### src/rtl/sram_controller_pkg.sv
// sram_controller_pkg
//   Shared definitions for the SRAM data-memory controller.
//   - sram_state_t           : controller FSM state encoding
//   - SRAM_DATA_W            : external SRAM data bus width (half-word)
//   - SRAM_DEFAULT_BASE_ADDR : byte address that maps to SRAM word 0
//   - sram_offset()          : byte offset of a pipeline address into the SRAM window
package sram_controller_pkg;

  localparam int          SRAM_DATA_W            = 16;
  localparam logic [31:0] SRAM_DEFAULT_BASE_ADDR = 32'd1024;

  typedef enum logic [1:0] {
    IDLE = 2'd0,
    LOW  = 2'd1,
    HIGH = 2'd2,
    DONE = 2'd3
  } sram_state_t;

  function automatic logic [31:0] sram_offset(input logic [31:0] addr,
                                              input logic [31:0] base);
    return addr - base;
  endfunction

endpackage

### src/rtl/sram_wait_counter.sv
// sram_wait_counter
//   Clearable up-counter that times one half-word phase of an SRAM access.
//   Ports:
//     clk  - clock
//     rst  - asynchronous active-high reset
//     clr  - synchronous clear to 0
//     en   - advance the count
//     last - high while the count equals WAIT_STATES (final cycle of a phase)
//   The count wraps to 0 after the last cycle, so back-to-back phases need
//   no separate clear.
module sram_wait_counter #(
  parameter int WAIT_STATES = 1
) (
  input  logic clk,
  input  logic rst,
  input  logic clr,
  input  logic en,
  output logic last
);

  localparam int CNT_W = (WAIT_STATES > 0) ? $clog2(WAIT_STATES + 1) : 1;

  logic [CNT_W-1:0] cnt_q;

  assign last = (cnt_q == CNT_W'(WAIT_STATES));

  always_ff @(posedge clk or posedge rst) begin
    if (rst) begin
      cnt_q <= '0;
    end else if (clr) begin
      cnt_q <= '0;
    end else if (en) begin
      cnt_q <= last ? '0 : cnt_q + CNT_W'(1);
    end
  end

endmodule

### src/rtl/sram_controller.sv
// sram_controller
//   Multi-cycle responder for the pipeline data-memory port. A 32-bit word
//   access is carried out as two 16-bit accesses to an asynchronous SRAM,
//   low half first, each phase lasting WAIT_STATES+1 cycles.
//   Ports:
//     clk, rst           - clock, asynchronous active-high reset
//     MEM_R_EN, MEM_W_EN - read / write request from the MEM stage
//     address            - byte address (ALU result)
//     writeData          - store value
//     readData           - last completed read word
//     ready              - low while the pipeline must be frozen
//     SRAM_ADDR          - SRAM half-word address
//     SRAM_DQ_OUT        - data driven to the SRAM on writes
//     SRAM_DQ_IN         - data returned by the SRAM on reads
//     SRAM_DQ_OE         - tri-state enable for the DQ pins (buffer lives above)
//     SRAM_WE_N          - active-low SRAM write enable
//
//   state | meaning
//   ------+------------------------------------------------------------
//   IDLE  | no access in flight; ready = no request pending
//   LOW   | accessing half-word 0 (bits 15:0) of the word
//   HIGH  | accessing half-word 1 (bits 31:16) of the word
//   DONE  | one-cycle completion; ready = 1, pipeline advances
module sram_controller
  import sram_controller_pkg::*;
#(
  parameter int          SRAM_ADDR_W = 18,
  parameter logic [31:0] BASE_ADDR   = SRAM_DEFAULT_BASE_ADDR,
  parameter int          WAIT_STATES = 1
) (
  input  logic                   clk,
  input  logic                   rst,
  input  logic                   MEM_R_EN,
  input  logic                   MEM_W_EN,
  input  logic [31:0]            address,
  input  logic [31:0]            writeData,
  output logic [31:0]            readData,
  output logic                   ready,
  output logic [SRAM_ADDR_W-1:0] SRAM_ADDR,
  output logic [SRAM_DATA_W-1:0] SRAM_DQ_OUT,
  input  logic [SRAM_DATA_W-1:0] SRAM_DQ_IN,
  output logic                   SRAM_DQ_OE,
  output logic                   SRAM_WE_N
);

  sram_state_t            state_q, state_d;
  logic [SRAM_DATA_W-1:0] low_half_q;
  logic [31:0]            offset;
  logic                   req, is_write, is_read;
  logic                   in_phase, in_high;
  logic                   cnt_clr, cnt_en, cnt_last;
  logic                   cap_low, cap_high;
  logic                   unused_addr_bits;

  assign req      = MEM_R_EN | MEM_W_EN;
  // Write wins when both enables are set; the read is dropped.
  assign is_write = MEM_W_EN;
  assign is_read  = MEM_R_EN & ~MEM_W_EN;

  assign in_high  = (state_q == HIGH);
  assign in_phase = (state_q == LOW) | in_high;

  sram_wait_counter #(
    .WAIT_STATES (WAIT_STATES)
  ) u_wait_counter (
    .clk  (clk),
    .rst  (rst),
    .clr  (cnt_clr),
    .en   (cnt_en),
    .last (cnt_last)
  );

  assign cnt_clr = ~in_phase;
  assign cnt_en  = in_phase;

  always_comb begin
    state_d = state_q;
    unique case (state_q)
      IDLE:    if (req) state_d = LOW;
      LOW:     if (cnt_last) state_d = HIGH;
      HIGH:    if (cnt_last) state_d = DONE;
      DONE:    state_d = IDLE;
      default: state_d = IDLE;
    endcase
  end

  // Half-word address: word index with the half select as LSB. Bits above
  // the SRAM window are dropped so out-of-range addresses wrap around.
  assign offset           = sram_offset(address, BASE_ADDR);
  assign SRAM_ADDR        = {offset[SRAM_ADDR_W:2], in_high};
  assign unused_addr_bits = ^{offset[31:SRAM_ADDR_W+1], offset[1:0]};

  assign SRAM_DQ_OE  = in_phase & is_write;
  assign SRAM_DQ_OUT = ~SRAM_DQ_OE ? '0 :
                       in_high     ? writeData[31:16] : writeData[15:0];
  // WE_N returns high in the final cycle of each phase so the SRAM sees a
  // rising edge while address and data are still held.
  assign SRAM_WE_N   = ~(SRAM_DQ_OE & ~cnt_last);

  assign ready = (state_q == IDLE) ? ~req : (state_q == DONE);

  assign cap_low  = (state_q == LOW) & cnt_last & is_read;
  assign cap_high = in_high & cnt_last & is_read;

  always_ff @(posedge clk or posedge rst) begin
    if (rst) begin
      state_q    <= IDLE;
      low_half_q <= '0;
      readData   <= '0;
    end else begin
      state_q <= state_d;
      if (cap_low) begin
        low_half_q <= SRAM_DQ_IN;
      end
      if (cap_high) begin
        readData <= {SRAM_DQ_IN, low_half_q};
      end
    end
  end

endmodule

### config.mk
export PLATFORM = sky130hd
export DESIGN_NAME = sram_controller
export DESIGN_NICKNAME = d
export VERILOG_FILES = /design/src/rtl/sram_controller_pkg.sv /design/src/rtl/sram_wait_counter.sv /design/src/rtl/sram_controller.sv
export SDC_FILE = /design/constraint.sdc
export NUM_CORES = 1
export LEC_CHECK = 0
export ABC_AREA = 1
export BUFFER_PORTS_ARGS = -buffer_cell sky130_fd_sc_hd__buf_2
export CAP_MARGIN = 25
export CELL_PAD_IN_SITES_DETAIL_PLACEMENT = 1
export CELL_PAD_IN_SITES_GLOBAL_PLACEMENT = 1
export CORE_MARGIN = 2
export CORE_UTILIZATION = 33
export CTS_CLUSTER_DIAMETER = 100
export CTS_CLUSTER_SIZE = 40
export DETAILED_ROUTE_END_ITERATION = 10
export HOLD_SLACK_MARGIN = 0.15
export PLACE_DENSITY_LB_ADDON = 0.12
export SLEW_MARGIN = 25
export SYNTH_ARGS = -nofsm -noshare
export SYNTH_HDL_FRONTEND = slang
export SYNTH_SLANG_ARGS = --single-unit
### constraint.sdc
create_clock -name clk -period 3.18 [get_ports clk]
set_clock_uncertainty 0.1 [all_clocks]
set_input_delay 0.159 -clock clk [delete_from_list [all_inputs] [get_ports clk]]
set_output_delay 0.159 -clock clk [all_outputs]
set_load 0.01 [all_outputs]
# Word level (Yosys, flattened, before mapping)
# Index checks and enable logic that the tools add are counted.
# totals
register_bits,51
word_cells,36
# op_classes
addsub,2
eq_ne,6
reduce_logical,2
n_mux,9
bitwise_logic,13
# ops
op,n
$mux 16,2
$sub 19x11->19 const B,1
$pmux 2 s4,1
$and 1x1->1,7
$mux 2,3
$eq 2x2->1 const B,2
$ne 2x1->1 const B,2
$not 1->1,4
$mux 1,3
$reduce_and 3->1,1
$eq 2x1->1 const B,1
$logic_not 2->1,1
$ne 2x2->1 const B,1
$or 1x1->1,2
$add 1x1->1 const B,1

# Depth between registers and ports, before layout
# depth
ltp_word,5
ltp_mapped,7

# Modules after synthesis
# From an unflattened synthesis, not the netlist that was laid out.
# unflattened
hier_cells,325
hier_area_um2,2736.4
# by_module_without_submodules
module,area_each_um2,seq_area_each_um2,cells_per_inst,instances
sram_controller,2688.8,1251.2,318,1
sram_wait_counter,47.5,25.0,7,1

# Worst setup path after synthesis
# No wires, ideal clock.
# synth_timing
path_kind,reg2out
startpoint,register state_q[0]
endpoint,output SRAM_DQ_OUT[10]
arrival_time_ns,1.331
path_buffers,2
path_stages_with_launch,8
path_slack_ns,1.590
path_cell_list,dfrtp_1 -> inv_1 -> ha_1 -> buf_4 -> inv_4 -> buf_4 -> nand2_1 -> a21oi_1
# synth_via
elab_chain_len,4
word_cells_on_any_way,6
# synth_lines
item,line_no,rtl
from (decl),sram_controller.sv:46,"sram_state_t state_q, state_d;"
from (signal assigned),sram_controller.sv:111,state_q <= state_d;
$eq 2x2->1 (*),sram_controller.sv:60,assign in_high = (state_q == HIGH);
named net in_high,sram_controller.sv:50,"logic in_phase, in_high;"
$or 1x1->1,sram_controller.sv:61,assign in_phase = (state_q == LOW) | in_high;
$and 1x1->1,sram_controller.sv:93,assign SRAM_DQ_OE = in_phase & is_write;
$mux 16 (*),sram_controller.sv:94,assign SRAM_DQ_OUT = ~SRAM_DQ_OE ? '0 :
to (decl),sram_controller.sv:40,"output logic [SRAM_DATA_W-1:0] SRAM_DQ_OUT,"
# The timed path passes the listed nets; every way through them passes the cells marked *.

# Worst setup path in the final report
# layout_timing
startpoint,register state_q[1]
endpoint,output SRAM_DQ_OUT[12]
# layout_via
elab_chain_len,4
word_cells_on_any_way,6
# layout_lines
item,line_no
$eq 2x1->1 or $eq 2x2->1 (tied branches),"sram_controller.sv:61, sram_controller.sv:60"
$or 1x1->1,sram_controller.sv:61
$and 1x1->1,sram_controller.sv:93
$mux 16 (*),sram_controller.sv:94
# Mark *: on every way between the ends. The rest lies on a longest branch, timed or not.

==> metrics.yaml <==
placed_design:
  globalplace.congestion: 0.729
  dp_cells: 526
  dp_worst_setup_slack_ns: 1.09
  io_buffers: 121
  placed_cell_area_mm2: 0.00329
  place_hpwl_um: 4800
outcome:
  status: "complete, no violations"
floorplanning:
  core_mm2: 0.00809
  die-area_mm2: 0.00898
  die_h_um: 94.7
  ios: 153
  die_w_um: 94.7
  fp-row-count: 33
  initial_core_util_pct: 33.6
timing:
  rsz0062_at_grt: "false"
  fmax_mhz: 461
  slew_violations: 0
  fin_tns_setup_ns: 0
  relSlewSlack_pct: 41.0
  final_hold_viol_count: 0
  tightestPinTransition_ns: 0.885
  setup_violations: 0
  worst_slack_ns: 1.01
  fin_crit_sh_pct: 68.3
  min_period_ns: 2.17
routing:
  wire_per_inst_um: 12.0
  wl_um: 6590
  first_pass_iters: 4
  dr.first_iter.drc_count: 69
  dr_total_vias: 2382
  routed_via_density: 4.33
  ant_nets: 0
  drc: 0
critical_path:
  cp-endpoint: "SRAM_DQ_OUT[12]"
  reg2reg_from: "state_q[0]"
  critPathCaptureType: "output port"
  startpoint_type: "register"
  crit_path_top_delay_cell: "dfrtp_1"
  regToRegEndpoint: "readData[22]"
  max_stage_delay_ns: 0.42
  cp.required_ns: 2.92
  critical_path.startpoint: "state_q[1]"
  worstSetupPathType: "register to output port"
  reg2reg_depth: 5
  critPathArrivalTime_ns: 1.91
  cp_max_fo: 17
  crit_path_cell_trace: "inv_1, ha_1, nand2_1, a21oi_1, buf_2"
  r2r_setup_slack_ns: 1.13
clocking:
  cts_hold_buf: 17
  cts_resized: 0
  numCtsBuffers: 5
  cts_max_level: 2
  cts_setup_buffers: 0
  cts_tree: "built"
  clock_latency_ns: 0.29
  clk_pin_slew_ns: 0.08
  clock_path_buffers: 2
  clock_sinks: 51
  root_buffer: "clkbuf_8"
synth:
  syn-num-nets: 410
  synth.area.top_cells: "dfrtp_1 (47%), nand2_1 (14%), o21ai_2 (12%)"
  netlist-cell-type-count: 21
  syn_inst: 320
  ys_ff_latch: 51
  synth_area_mm2: 0.00272
  yosys_warnings: 0
  ys_seq_area_share_pct: 47.0
  synth_top_area_share_pct: 47.0
  async_reset_ff_share_pct: 100
  avgSynthCellArea_um2: 8.49
  synth_edf_count: 0
  ys.flop_type: "dfrtp_1"
  yosysTopAreaCell: "dfrtp_1"
layout:
  drive_above_1_share_pct: 39.1
  final_cell_area_mm2: 0.00355
  area_growth_pct: 30.5
  fin_cells: 550
  post-route-util_pct: 43.8
  final_cell_mix: "buf_2 (121), nand2_1 (101), dfrtp_1 (51)"
  final_common_cell: "buf_2"
  nets: 535
  diodes: 0
  fill_cells: 1048
flow_run:
  max_cap_viol_count: 0
global_route:
  antenna_found_initial: 0
  grt_use_total_pct: 15.1
  grt_pass1_wl_um: 10900
  grt_pass1_vias: 2452
  overflow: 0
  grt_max_degree: 65
power_and_ir_drop:
  leakage_nw: 2.00
  ir_drop_mv: 0.356
  powerDensity_mw_per_mm2: 775
hold_path:
  worst_hold_path_type: "input port to register"
[metrics by stage]
step                      hold slack [ns]  total power, W
after global routing                0.218         0.00301
after global placement              0.218         0.00236
after detailed placement            0.218         0.00240
after floorplan                     0.220         0.00198
after CTS                           0.174         0.00280
final                               0.175         0.00275
[power by group]
group | total (W) | switching (W) | internal, W
Sequential | 0.00109 | 0.000157 | 0.000937
Clock | 0.000369 | 0.000197 | 0.000171
Combinational | 0.00129 | 0.000762 | 0.000525
Total | 0.00275 | 0.00112 | 0.00163
[cell usage after synthesis (2+ instances only)]
cell	n
o21ai_0	4
a21oi_1	16
nand3_1	4
dfrtp_1	51
nand4_1	2
buf_4	13
inv_1	48
nor2_1	10
o21ai_2	38
buf_6	6
ha_1	6
nand2_1	101
o21ai_1	11
buf_2	3
[critical path: cells and delay by family (launching register included)]
| kind | cells | cell delay, ns |
|---|---|---|
| and+or+nand+nor | 1 | 0.35 |
| AOI/OAI and AO/OA | 1 | 0.26 |
| adders and majority gates | 1 | 0.32 |
| buffers and inverters | 2 | 0.27 |
| DFF | 1 | 0.42 |
[logic make-up (layout without fill, tap and decap cells)]
| logic type | count (synthesis) | in the layout | share of synthesized area [%] |
|---|---|---|---|
| simple gates | 121 | 121 | 18.2 |
| buf+inv | 71 | 196 | 13.5 |
| compound gates | 69 | 69 | 18.0 |
| flops | 51 | 51 | 47.0 |
| fa+ha+maj | 6 | 6 | 2.76 |
| xor+xnor | 2 | 2 | 0.645 |
[state kept, by name (all words and copies together), names as in the netlist]
signal and cells:
readData 32, state_q 2, u_wait_counter.last 1, low_half_q 16
[routing by layer]
metal	wire length [um]	GRT usage (%)	up-vias	share of wire (%)
li1	-	-	1228	-
met1	2760	17.7	1115	42
met2	3560	28.7	37	54
met3	240	3.11	2	3.6
met4	25	2.29	0	0.38
met5	0	0	-	0
[how the worst min path moves through the flow]
| stage | startpoint | end | slack (ns) | cells past startpoint |
|---|---|---|---|---|
| finish | MEM_R_EN | state_q[1] | 0.18 | 5 |
| global route | address[9] | SRAM_ADDR[8] | 0.22 | 0 |
| CTS | MEM_R_EN | state_q[1] | 0.17 | 5 |
| detailed placement | address[6] | SRAM_ADDR[5] | 0.22 | 0 |
| global placement | address[6] | SRAM_ADDR[5] | 0.22 | 0 |
| floorplan | SRAM_DQ_IN[0] | readData[16] | 0.22 | 2 |
[final cells by class]
type	count	area, um^2	share of cell area [%]
inverter	49	186	5.26
sequential	51	1280	36.0
clock buffer	6	82.6	2.33
clock inverter	1	5.00	0.141
multi-input combinational	198	1070	30.3
timing repair buffer	140	791	22.3
tap	105	131	3.70
Power figures use the tool's default switching activity.
